## config.mk

```make
export PLATFORM = sky130hd
export DESIGN_NAME = dds_wave_shaper_flat
export DESIGN_NICKNAME = d
export VERILOG_FILES = /design/src/rtl/dds_wave_shaper_if.sv /design/src/rtl/dds_wave_shaper.sv /design/src/flat_wrapper.sv
export SDC_FILE = /design/constraint.sdc
export NUM_CORES = 1
export LEC_CHECK = 0
export CORE_UTILIZATION = 25
export DETAILED_ROUTE_END_ITERATION = 10
export GPL_TIMING_DRIVEN = 0
export SLEW_MARGIN = 20
export SYNTH_ARGS = -nofsm -noshare
export SYNTH_HDL_FRONTEND = slang
export SYNTH_SLANG_ARGS = --single-unit
export TNS_END_PERCENT = 1
```

## constraint.sdc

```tcl
create_clock -name CLK -period 11.6 [get_ports CLK]
set_input_delay 2.9 -clock CLK [delete_from_list [all_inputs] [get_ports CLK]]
set_output_delay 2.9 -clock CLK [all_outputs]
set_load 0.01 [all_outputs]
```

## src/rtl/dds_wave_shaper_if.sv

```systemverilog
// Bus between the DDS phase accumulator side and the wave shaper.
// The master drives phase and envelope controls, and the slave returns the sample and envelope status.
interface dds_wave_shaper_if;
  logic [31:0] PHASE;
  logic [1:0]  WAVE;
  logic        GATE;
  logic [15:0] ATTACK;
  logic [15:0] RELEASE;
  logic [15:0] SAMPLE;
  logic [15:0] ENV;
  logic [1:0]  ENV_STATE;

  modport master (
    output PHASE, WAVE, GATE, ATTACK, RELEASE,
    input  SAMPLE, ENV, ENV_STATE
  );

  modport slave (
    input  PHASE, WAVE, GATE, ATTACK, RELEASE,
    output SAMPLE, ENV, ENV_STATE
  );
endinterface

```

## src/rtl/dds_wave_shaper.sv

```systemverilog
// Phase-to-sample wave shaper: it produces saw, square, triangle or LFSR noise and scales it by a linear AR envelope.
// Define DDS_WAVE_SHAPER_ENV_EN to build the gate-driven envelope FSM; otherwise the level is fixed at full scale.
module dds_wave_shaper #(
  parameter logic [15:0] LFSR_SEED = 16'hACE1
) (
  input logic CLK,
  input logic RESET,
  dds_wave_shaper_if.slave bus
);

  typedef enum logic [1:0] {
    ST_IDLE    = 2'd0,
    ST_ATTACK  = 2'd1,
    ST_SUSTAIN = 2'd2,
    ST_RELEASE = 2'd3
  } env_state_t;

  logic [15:0]        lfsr;
  logic               lfsr_fb;
  logic [15:0]        raw;
  logic [15:0]        raw_next;
  logic [15:0]        tri_fold;
  logic [15:0]        sample;
  logic [15:0]        env;
  env_state_t         state;
  logic signed [32:0] product;
  logic               unused_product_bits;

  assign lfsr_fb  = lfsr[15] ^ lfsr[13] ^ lfsr[12] ^ lfsr[10];
  assign tri_fold = bus.PHASE[31] ? ~bus.PHASE[30:15] : bus.PHASE[30:15];

  // Each waveform maps to signed 16-bit; square avoids 8000 so its two halves are symmetric.
  always_comb begin
    raw_next = '0;
    case (bus.WAVE)
      2'd0:    raw_next = {~bus.PHASE[31], bus.PHASE[30:16]};
      2'd1:    raw_next = bus.PHASE[31] ? 16'h8001 : 16'h7FFF;
      2'd2:    raw_next = tri_fold ^ 16'h8000;
      default: raw_next = lfsr;
    endcase
  end

  // Signed sample times unsigned level; bits [31:16] give an arithmetic shift by 16 toward -inf.
  assign product = $signed({{17{raw[15]}}, raw}) * $signed({17'b0, env});
  assign unused_product_bits = ^{product[32], product[15:0]};

  always_ff @(posedge CLK) begin
    if (RESET) begin
      lfsr   <= LFSR_SEED;
      raw    <= '0;
      sample <= '0;
    end else begin
      lfsr   <= {lfsr[14:0], lfsr_fb};
      raw    <= raw_next;
      sample <= product[31:16];
    end
  end

`ifdef DDS_WAVE_SHAPER_ENV_EN
  env_state_t  state_next;
  logic [15:0] env_next;
  logic [16:0] attack_sum;

  always_ff @(posedge CLK) begin
    if (RESET) begin
      state <= ST_IDLE;
      env   <= '0;
    end else begin
      state <= state_next;
      env   <= env_next;
    end
  end

  // A zero ATTACK or RELEASE rate means an instant jump to the end level. A retrigger continues from the current level.
  always_comb begin
    state_next = state;
    env_next   = env;
    attack_sum = {1'b0, env} + {1'b0, bus.ATTACK};
    case (state)
      ST_IDLE: begin
        env_next = '0;
        if (bus.GATE) state_next = ST_ATTACK;
      end
      ST_ATTACK: begin
        if (!bus.GATE) begin
          state_next = ST_RELEASE;
        end else if (bus.ATTACK == 16'h0000 || attack_sum[16] || attack_sum[15:0] == 16'hFFFF) begin
          env_next   = 16'hFFFF;
          state_next = ST_SUSTAIN;
        end else begin
          env_next = attack_sum[15:0];
        end
      end
      ST_SUSTAIN: begin
        env_next = 16'hFFFF;
        if (!bus.GATE) state_next = ST_RELEASE;
      end
      default: begin
        if (bus.GATE) begin
          state_next = ST_ATTACK;
        end else if (bus.RELEASE == 16'h0000 || bus.RELEASE >= env) begin
          env_next   = '0;
          state_next = ST_IDLE;
        end else begin
          env_next = env - bus.RELEASE;
        end
      end
    endcase
  end
`else
  logic unused_env_inputs;

  assign env   = 16'hFFFF;
  assign state = ST_SUSTAIN;
  assign unused_env_inputs = ^{bus.GATE, bus.ATTACK, bus.RELEASE};
`endif

  assign bus.SAMPLE    = sample;
  assign bus.ENV       = env;
  assign bus.ENV_STATE = state;

endmodule
```

## src/flat_wrapper.sv

```systemverilog
// flat-port wrapper written by rule: the top's interface ports become plain ports
module dds_wave_shaper_flat 
#(
  parameter logic [15:0] LFSR_SEED = 16'hACE1
)
  (CLK, RESET, bus_PHASE, bus_WAVE, bus_GATE, bus_ATTACK, bus_RELEASE, bus_SAMPLE, bus_ENV, bus_ENV_STATE);
  dds_wave_shaper_if bus_i ();
  input logic CLK;
  input logic RESET;
  input wire logic [$bits(bus_i.PHASE)-1:0] bus_PHASE;
  input wire logic [$bits(bus_i.WAVE)-1:0] bus_WAVE;
  input wire logic [$bits(bus_i.GATE)-1:0] bus_GATE;
  input wire logic [$bits(bus_i.ATTACK)-1:0] bus_ATTACK;
  input wire logic [$bits(bus_i.RELEASE)-1:0] bus_RELEASE;
  output wire logic [$bits(bus_i.SAMPLE)-1:0] bus_SAMPLE;
  output wire logic [$bits(bus_i.ENV)-1:0] bus_ENV;
  output wire logic [$bits(bus_i.ENV_STATE)-1:0] bus_ENV_STATE;
  assign bus_i.PHASE = bus_PHASE;
  assign bus_i.WAVE = bus_WAVE;
  assign bus_i.GATE = bus_GATE;
  assign bus_i.ATTACK = bus_ATTACK;
  assign bus_i.RELEASE = bus_RELEASE;
  assign bus_SAMPLE = bus_i.SAMPLE;
  assign bus_ENV = bus_i.ENV;
  assign bus_ENV_STATE = bus_i.ENV_STATE;
  dds_wave_shaper #(.LFSR_SEED(LFSR_SEED)) u_core (.CLK(CLK), .RESET(RESET), .bus(bus_i));
endmodule
```

Yosys cells after proc, flatten, opt, wreduce, memory -nomap -nowiden
Cells that the tools add are included.
{ "word_totals": {"register_bits": 48, "input_bits": 69, "output_inout_bits": 34, "wordCells": 16} }
{ "classes": {"n_mul": 1, "n_eq_ne": 2, "muxes": 3, "bitwise": 6, "n_reduce_logical": 1} }
{ "ops": {"columns": ["cell", "n"], "rows": [
  ["one-hot mux 16 bit (3 select lines)", 1],
  ["multiplier 16 x 17 -> 32 bit (second input constant)", 1],
  ["two-way mux 16 bit", 2],
  ["NOT 16 bit", 1],
  ["XOR 1 bit", 3],
  ["equality test 2 x 1 -> 1 bit (second input constant)", 1],
  ["equality test 2 bit (second input constant)", 1],
  ["logical NOT 2 bit", 1],
  ["NOT 1 bit", 2]
]} }

Depth between registers and ports, before layout
Gate-level depths: netlist of the first run.
{ "depth": {"ltp_word": 4, "depth_mapped": 23, "depth_no_buf": 21} }

Worst setup path after synthesis of the first run
OpenSTA, ideal clock, no wires.
{ "synth_path": {"kind": "reg-to-reg", "startpoint": "register u_core.raw[7]", "endpoint": "register u_core.sample[13] (netlist: u_core.bus.SAMPLE[13])", "setup_time_ps": 123, "arrival_time_ps": 5704, "required_ps": 11477, "setup_slack_ps": 5773, "stages_incl_launch_ff": 23, "path_buffers": 2, "period_less_slack_ps": 5827, "path_cell_list": "dfxtp_1 inv_1 fa_1 clkbuf_1 inv_1 fa_1 inv_1 fa_1 inv_1 ha_1 a21o_1 fa_1 inv_1 fa_1 inv_1 ha_1 clkbuf_1 a21o_1 a21o_1 a21oi_1 o31ai_4 a211oi_2 mux2_1"} }
{ "synth_via": {"elab_chain_len": 1} }
{ "synth_rtl": {"columns": ["item", "line_no", "rtl"], "rows": [
  ["start, declared", "dds_wave_shaper.sv:20", "logic [15:0] raw;"],
  ["start signal, assigned", "dds_wave_shaper.sv:54", "raw <= raw_next;"],
  ["multiplier 16 x 17 -> 32 bit", "dds_wave_shaper.sv:44", "assign product = $signed({{17{raw[15]}}, raw}) * $signed({17'b0, env});"],
  ["end signal, assigned", "dds_wave_shaper.sv:55", "sample <= product[31:16];"],
  ["end, declared", "dds_wave_shaper.sv:23", "logic [15:0] sample;"]
]} }
Every way passes these cells.
A chain may end at the register's enable or synchronous reset.

Worst setup path in the final report of the first run
{ "layout_path": {"startpoint": "register u_core.raw[7]", "endpoint": "register u_core.sample[15] (netlist: u_core.bus.SAMPLE[15])"} }
The elaborated chain is that of the path after synthesis.

==> results.json, run 1 <==
{
  "whs_endpoint": "u_core.lfsr[6]",
  "synth_adder_area_share_pct": 41.3,
  "first_global_vias": 5031,
  "antenna_cells": 0,
  "syn_inst": 766,
  "antenna_found_initial": 0,
  "synthSimpleGateAreaFrac_pct": 11.9,
  "die_x_um": 166,
  "synth_commonest_cells": "inv_1 (134), ha_1 (114), fa_1 (67)",
  "gp_congestion": 0.823,
  "first_pass_iters": 5,
  "num_vias": 5253,
  "hold_start": "u_core.lfsr[5]",
  "grtUsageTotal_pct": 10.7,
  "area_delta_synth_final_pct": 14.8,
  "num_rows": 59,
  "reg2regPathDepth": 22,
  "syn_area_um2": 6720,
  "hpwlAfterDp_um": 12800,
  "timing.fmax_ghz": 0.151,
  "r2r_start": "u_core.raw[7]",
  "slew_headroom_pct": 52.3,
  "post_cts_buffers": 0,
  "synth-xor-area-share_pct": 6.89,
  "routedWlPerCell_um": 12.6,
  "grt_start_max_net_pins": 16,
  "hold_buffers": 0,
  "synth.avg_cell_area_um2": 8.77,
  "final_hold_viol_count": 0,
  "postRouteAntennaNets": 0,
  "tightestPinTransition_ps": 711,
  "num-nets-final": 1073,
  "overflow": 0,
  "tritoncts.num_buffers": 5,
  "setup_viol": 0,
  "root_buffer": "clkbuf_16",
  "cts-resized-gates": 0,
  "synth_cell_types": 55,
  "synth_top_area_cell": "ha_1",
  "path_delay_family": "adder cells",
  "setup.worst_path.end_class": "flop",
  "cp_slowest_cell": "a211oi_1",
  "async_reset_ff_share_pct": 0,
  "clk_latency_ps": 300,
  "grt_setup_unrepaired": "false",
  "final_layout_size_suffix_gt1_share_pct": 6.19,
  "finalSetupTns_ps": 0,
  "grt_pass1_wl_um": 24000,
  "worstHoldPathType": "reg -> reg",
  "yosys_warnings": 0,
  "status": "complete, no violations",
  "synth_top_family_by_area": "adder cells",
  "cts_tree": "built",
  "fill_cells": 2777,
  "multi_input_area_um2": 5090,
  "ys_ff_latch": 48,
  "cts_max_level": 2,
  "critical_path.cell_chain": "inv_1, fa_1, clkbuf_1, inv_1, fa_1, inv_1, fa_1, inv_1, ha_1, a21o_1, fa_1, inv_1, fa_1, inv_1, ha_1, clkbuf_1, nand2_1, o21bai_1, nor2_1, a211oi_1, or3_1, o211ai_1",
  "port_buffers": 34,
  "fin_hold_ws_ps": 452,
  "yosysTopAreaCellShare_pct": 21.2,
  "core_um2": 26200,
  "hold_path_depth": 1,
  "crit_path_start_kind": "flop",
  "synth-seq-area-share_pct": 14.3,
  "dieArea_um2": 27500,
  "cp.required_ps": 11760,
  "synth-edff-count": 0,
  "yosysMostFrequentCell": "inv_1",
  "synth_compound_area_share_pct": 13.6,
  "crit_type": "reg -> reg",
  "cts_sinks": 48,
  "drv_cap": 0,
  "vias_per_cell": 4.53,
  "path_clk_slew_ps": 70,
  "r2r-end": "u_core.bus.SAMPLE[15]",
  "clock_skew_ps": 8.92,
  "die_h_um": 166,
  "timing.final.crit_share_pct": 57.2,
  "initial_core_util_pct": 25.6,
  "io_pins": 103,
  "fin_util_pct": 29.4,
  "crit_path_frequent_cell": "inv_1",
  "path_depth": 22,
  "drcViolationCount": 0,
  "finalMaxSlewViolations": 0,
  "synth_mux_area_share_pct": 1.04,
  "crit_buf_inv": 8,
  "regArea_um2": 961,
  "synthFlopType": "dfxtp_1",
  "fin_crit_ps": 6640,
  "critPathMaxFanout": 8,
  "wl_um": 14600,
  "ff2ff_setup_slack_ps": 4960,
  "first_iter_violations": 198,
  "startpoint": "u_core.raw[7]",
  "clock_path_buffers": 2,
  "synthTopCellsByArea": "ha_1 (21%), fa_1 (20%), dfxtp_1 (14%)",
  "arrival_ps": 6800,
  "slowest_delay_ps": 640
}
placed cells by master, fill, tap and decap left out, types with 2 or more instances in the layout:
cell type / synthesis / routed
nor4_1: 3 / 3
or2_2: 8 / 8
conb_1: 2 / 18
o21ai_1: 4 / 4
nand2b_1: 6 / 6
fa_1: 67 / 67
o211ai_1: 21 / 21
a31oi_1: 8 / 8
dfxtp_1: 48 / 48
and3_1: 2 / 2
clkbuf_16: 0 / 5
o21ai_0: 27 / 27
nor3_1: 14 / 14
inv_1: 134 / 134
o31ai_1: 4 / 4
nor2b_1: 13 / 13
nand4_1: 10 / 10
a2111oi_2: 2 / 2
nand3_1: 13 / 13
clkdlybuf4s50_1: 0 / 34
o21a_1: 6 / 6
clkbuf_1: 16 / 16
a221oi_1: 2 / 2
buf_2: 5 / 5
o31a_1: 2 / 2
nand2_1: 44 / 44
a211oi_1: 3 / 3
a21o_1: 13 / 13
nor2_1: 40 / 40
a211oi_2: 2 / 2
xnor2_1: 37 / 37
buf_4: 18 / 18
ha_1: 114 / 114
a21oi_1: 35 / 35
or3_1: 5 / 5
mux2_1: 4 / 4
xor2_1: 14 / 14
state kept, by name, summed over array words and instances (netlist names):
name               count
u_core.bus.SAMPLE     16
u_core.raw            16
u_core.lfsr           16
worst reg2reg max path: cells and delay by family, from the launching register on:
kind | cells | cell delay [ps]
buffers and inverters | 8 | 1110
flip-flops | 1 | 450
AND/OR/NAND/NOR | 3 | 380
AO/OA/AOI/OAI | 4 | 1280
adder cells (fa/ha/maj) | 7 | 3280
per-layer routing:
layer	routed length (um)	vias to the layer above	GRT usage, %	share of wire (%)
li1	-	2609	-	-
met1	6990	2519	14.7	48
met2	6800	112	17.2	47
met3	606	13	1.67	4.2
met4	187	0	3.21	1.3
met5	0	-	0	0
layout make-up:
cell class                 count  share of cell area [%]
multi-input combinational    560                    66.0
timing repair buffer          34                    4.41
clock inverter                 2                   0.503
inverter                     134                    6.52
buffer                        40                    2.90
sequential                    48                    12.5
tap                          335                    5.43
clock buffer                   6                    1.80
kinds of logic after synthesis:
group                    Yosys count
XOR/XNOR                          52
adder cells (fa/ha/maj)          182
flip-flops                        48
AO/OA/AOI/OAI                    137
other                              2
multiplexers                       6
AND/OR/NAND/NOR                  165
buffers and inverters            174
per-stage QoR:
stage	instance area [um2]	setup slack (ps)	cells
2_1_floorplan	6780	5770	782
3_3_place_gp	7540	5030	1151
3_5_place_dp	7540	5060	1151
4_1_cts	7720	5020	1159
5_1_grt	7720	4670	1159
6_report	7720	4960	1159
worst max-delay path by stage:
stage,end,slack [ps]
6_report,u_core.bus.SAMPLE[15],4960
5_1_grt,u_core.bus.SAMPLE[15],4670
4_1_cts,u_core.bus.SAMPLE[15],5020
3_5_place_dp,u_core.bus.SAMPLE[15],5060
3_3_place_gp,u_core.bus.SAMPLE[15],5030
2_1_floorplan,u_core.bus.SAMPLE[13],5770
Power of run 1 is left out: the tool's default activity adds up to more than one toggle a clock period on the data nets, which glitch-free logic cannot reach.
==> inputs of run 2 (changes only) <==
clock period = 6.5 ns   (was 11.6 ns; I/O delays follow)
==> results.json, run 2 (synthesized netlist as in run 1, its figures left out) <==
{
  "crit_path_frequent_cell": "inv_1",
  "status": "complete, no violations",
  "antenna_cells": 0,
  "final_cell_area_um2": 7740,
  "overflow": 0,
  "setup_viol": 0,
  "initial_core_util_pct": 25.6,
  "cts_tree": "built",
  "first_iter_violations": 254,
  "grtUsageTotal_pct": 10.7,
  "place_area_um2": 7540,
  "grt_start_max_net_pins": 16,
  "fin_crit_ps": 6310,
  "gr-usage-met2_pct": 17.3,
  "num-nets-final": 1073,
  "final_common_cell": "inv_1",
  "root_buffer": "clkbuf_16",
  "drcViolationCount": 0,
  "core_um2": 26200,
  "crit_path_start_kind": "flop",
  "first_pass_iters": 5,
  "cts_max_level": 2,
  "wl_um": 14600,
  "grtUsageMet1_pct": 14.6,
  "cp_slowest_cell": "fa_2",
  "tightestPinTransition_ps": 642,
  "clk_latency_ps": 300,
  "slowest_delay_ps": 690,
  "tritoncts.num_buffers": 5,
  "cp.required_ps": 6680,
  "critical_path.cell_chain": "inv_1, fa_2, inv_1, fa_1, inv_1, fa_1, inv_1, ha_1, a21o_1, fa_1, inv_1, fa_1, inv_1, ha_1, clkbuf_1, a21oi_1, o21ai_0, a21oi_1, inv_1, o31ai_1, mux2_1",
  "clock_path_buffers": 2,
  "final_layout_size_suffix_gt1_share_pct": 6.80,
  "drv_cap": 0,
  "dp_slack_ps": -40.3,
  "dieArea_um2": 27500,
  "io_pins": 103,
  "fill_cells": 2779,
  "setup.worst_path.end_class": "flop",
  "antenna_found_initial": 0,
  "gp_congestion": 0.823,
  "final_cell_mix": "inv_1 (134), ha_1 (114), fa_1 (66), dfxtp_1 (48), nand2_1 (44)",
  "finalMaxSlewViolations": 0,
  "num_rows": 59,
  "grt-busiest-layer": "met2",
  "hold_buffers": 0,
  "crit_type": "reg -> reg",
  "critPathMaxFanout": 9,
  "routedWlPerCell_um": 12.6,
  "arrival_ps": 6490,
  "slew_headroom_pct": 57.1,
  "vias_per_cell": 4.54,
  "timing.fmax_ghz": 0.158,
  "cts_sinks": 48,
  "grt_use_met3_pct": 1.67,
  "finalSetupTns_ps": 0,
  "crit_buf_inv": 8,
  "hpwlAfterDp_um": 12800,
  "num_vias": 5267,
  "postRouteAntennaNets": 0,
  "path_delay_family": "adder cells",
  "area_delta_synth_final_pct": 15.2,
  "first_global_vias": 5034,
  "timing.final.crit_share_pct": 97.1,
  "fin_util_pct": 29.5,
  "clock_skew_ps": 7.53,
  "die_h_um": 166,
  "grt_pass1_wl_um": 24000,
  "final_hold_viol_count": 0,
  "grt_setup_unrepaired": "true",
  "port_buffers": 34,
  "setup_ws_ps": 190,
  "path_clk_slew_ps": 70,
  "worstHoldPathType": "reg -> reg",
  "die_x_um": 166
}
run 2: cell types whose count changed in the layout (fill, tap and decap cells not counted):
cell,change
buf_4,+1
a211oi_2,+1
a21boi_1,-1
fa_2,+1
a211oi_1,-1
xor2_2,+1
fa_1,-1
clkbuf_1,-1
a21boi_2,+1
xor2_1,-1
run 2: cell type report:
type                            instances  area (um2)  area share [%]
Clock buffer                            6         139            1.79
Timing Repair Buffer                   35         348            4.49
Tap cell                              335         419            5.42
Sequential cell                        48         961            12.4
Clock inverter                          2        38.8           0.501
Inverter                              134         503            6.50
Buffer                                 39         220            2.85
Multi-Input combinational cell        560        5110            66.0
run 2: path summary, 6_finish.rpt:
check / start / to / slack, ps / cells past startpoint
setup reg to reg: u_core.raw[7] / u_core.bus.SAMPLE[10] / 190 / 21
setup / recovery: u_core.raw[7] / u_core.bus.SAMPLE[10] / 190 / 21
hold / removal: u_core.lfsr[14] / u_core.lfsr[15] / 450 / 1
hold reg to reg: u_core.lfsr[14] / u_core.lfsr[15] / 450 / 1
run 2: through the flow:
stage / instances / hold WS (ps)
3_3_place_gp: 1151 / 437
6_report: 1159 / 453
2_1_floorplan: 782 / 417
4_1_cts: 1159 / 452
3_5_place_dp: 1151 / 433
5_1_grt: 1159 / 476
run 2: what timing repair did:
action	4_1_cts	5_1_grt
gates resized for setup	1	3
setup endpoints to repair	2	10
hold endpoints to repair	0	0
buffers inserted	0	1
pin swaps	0	1
run 2: metal layers:
layer / part of all wire (%) / routed length, um
met5: 0 / 0
met4: 1.3 / 184
met3: 4.8 / 693
met1: 47 / 6900
met2: 47 / 6800
Power of run 2 is left out for the same reason.
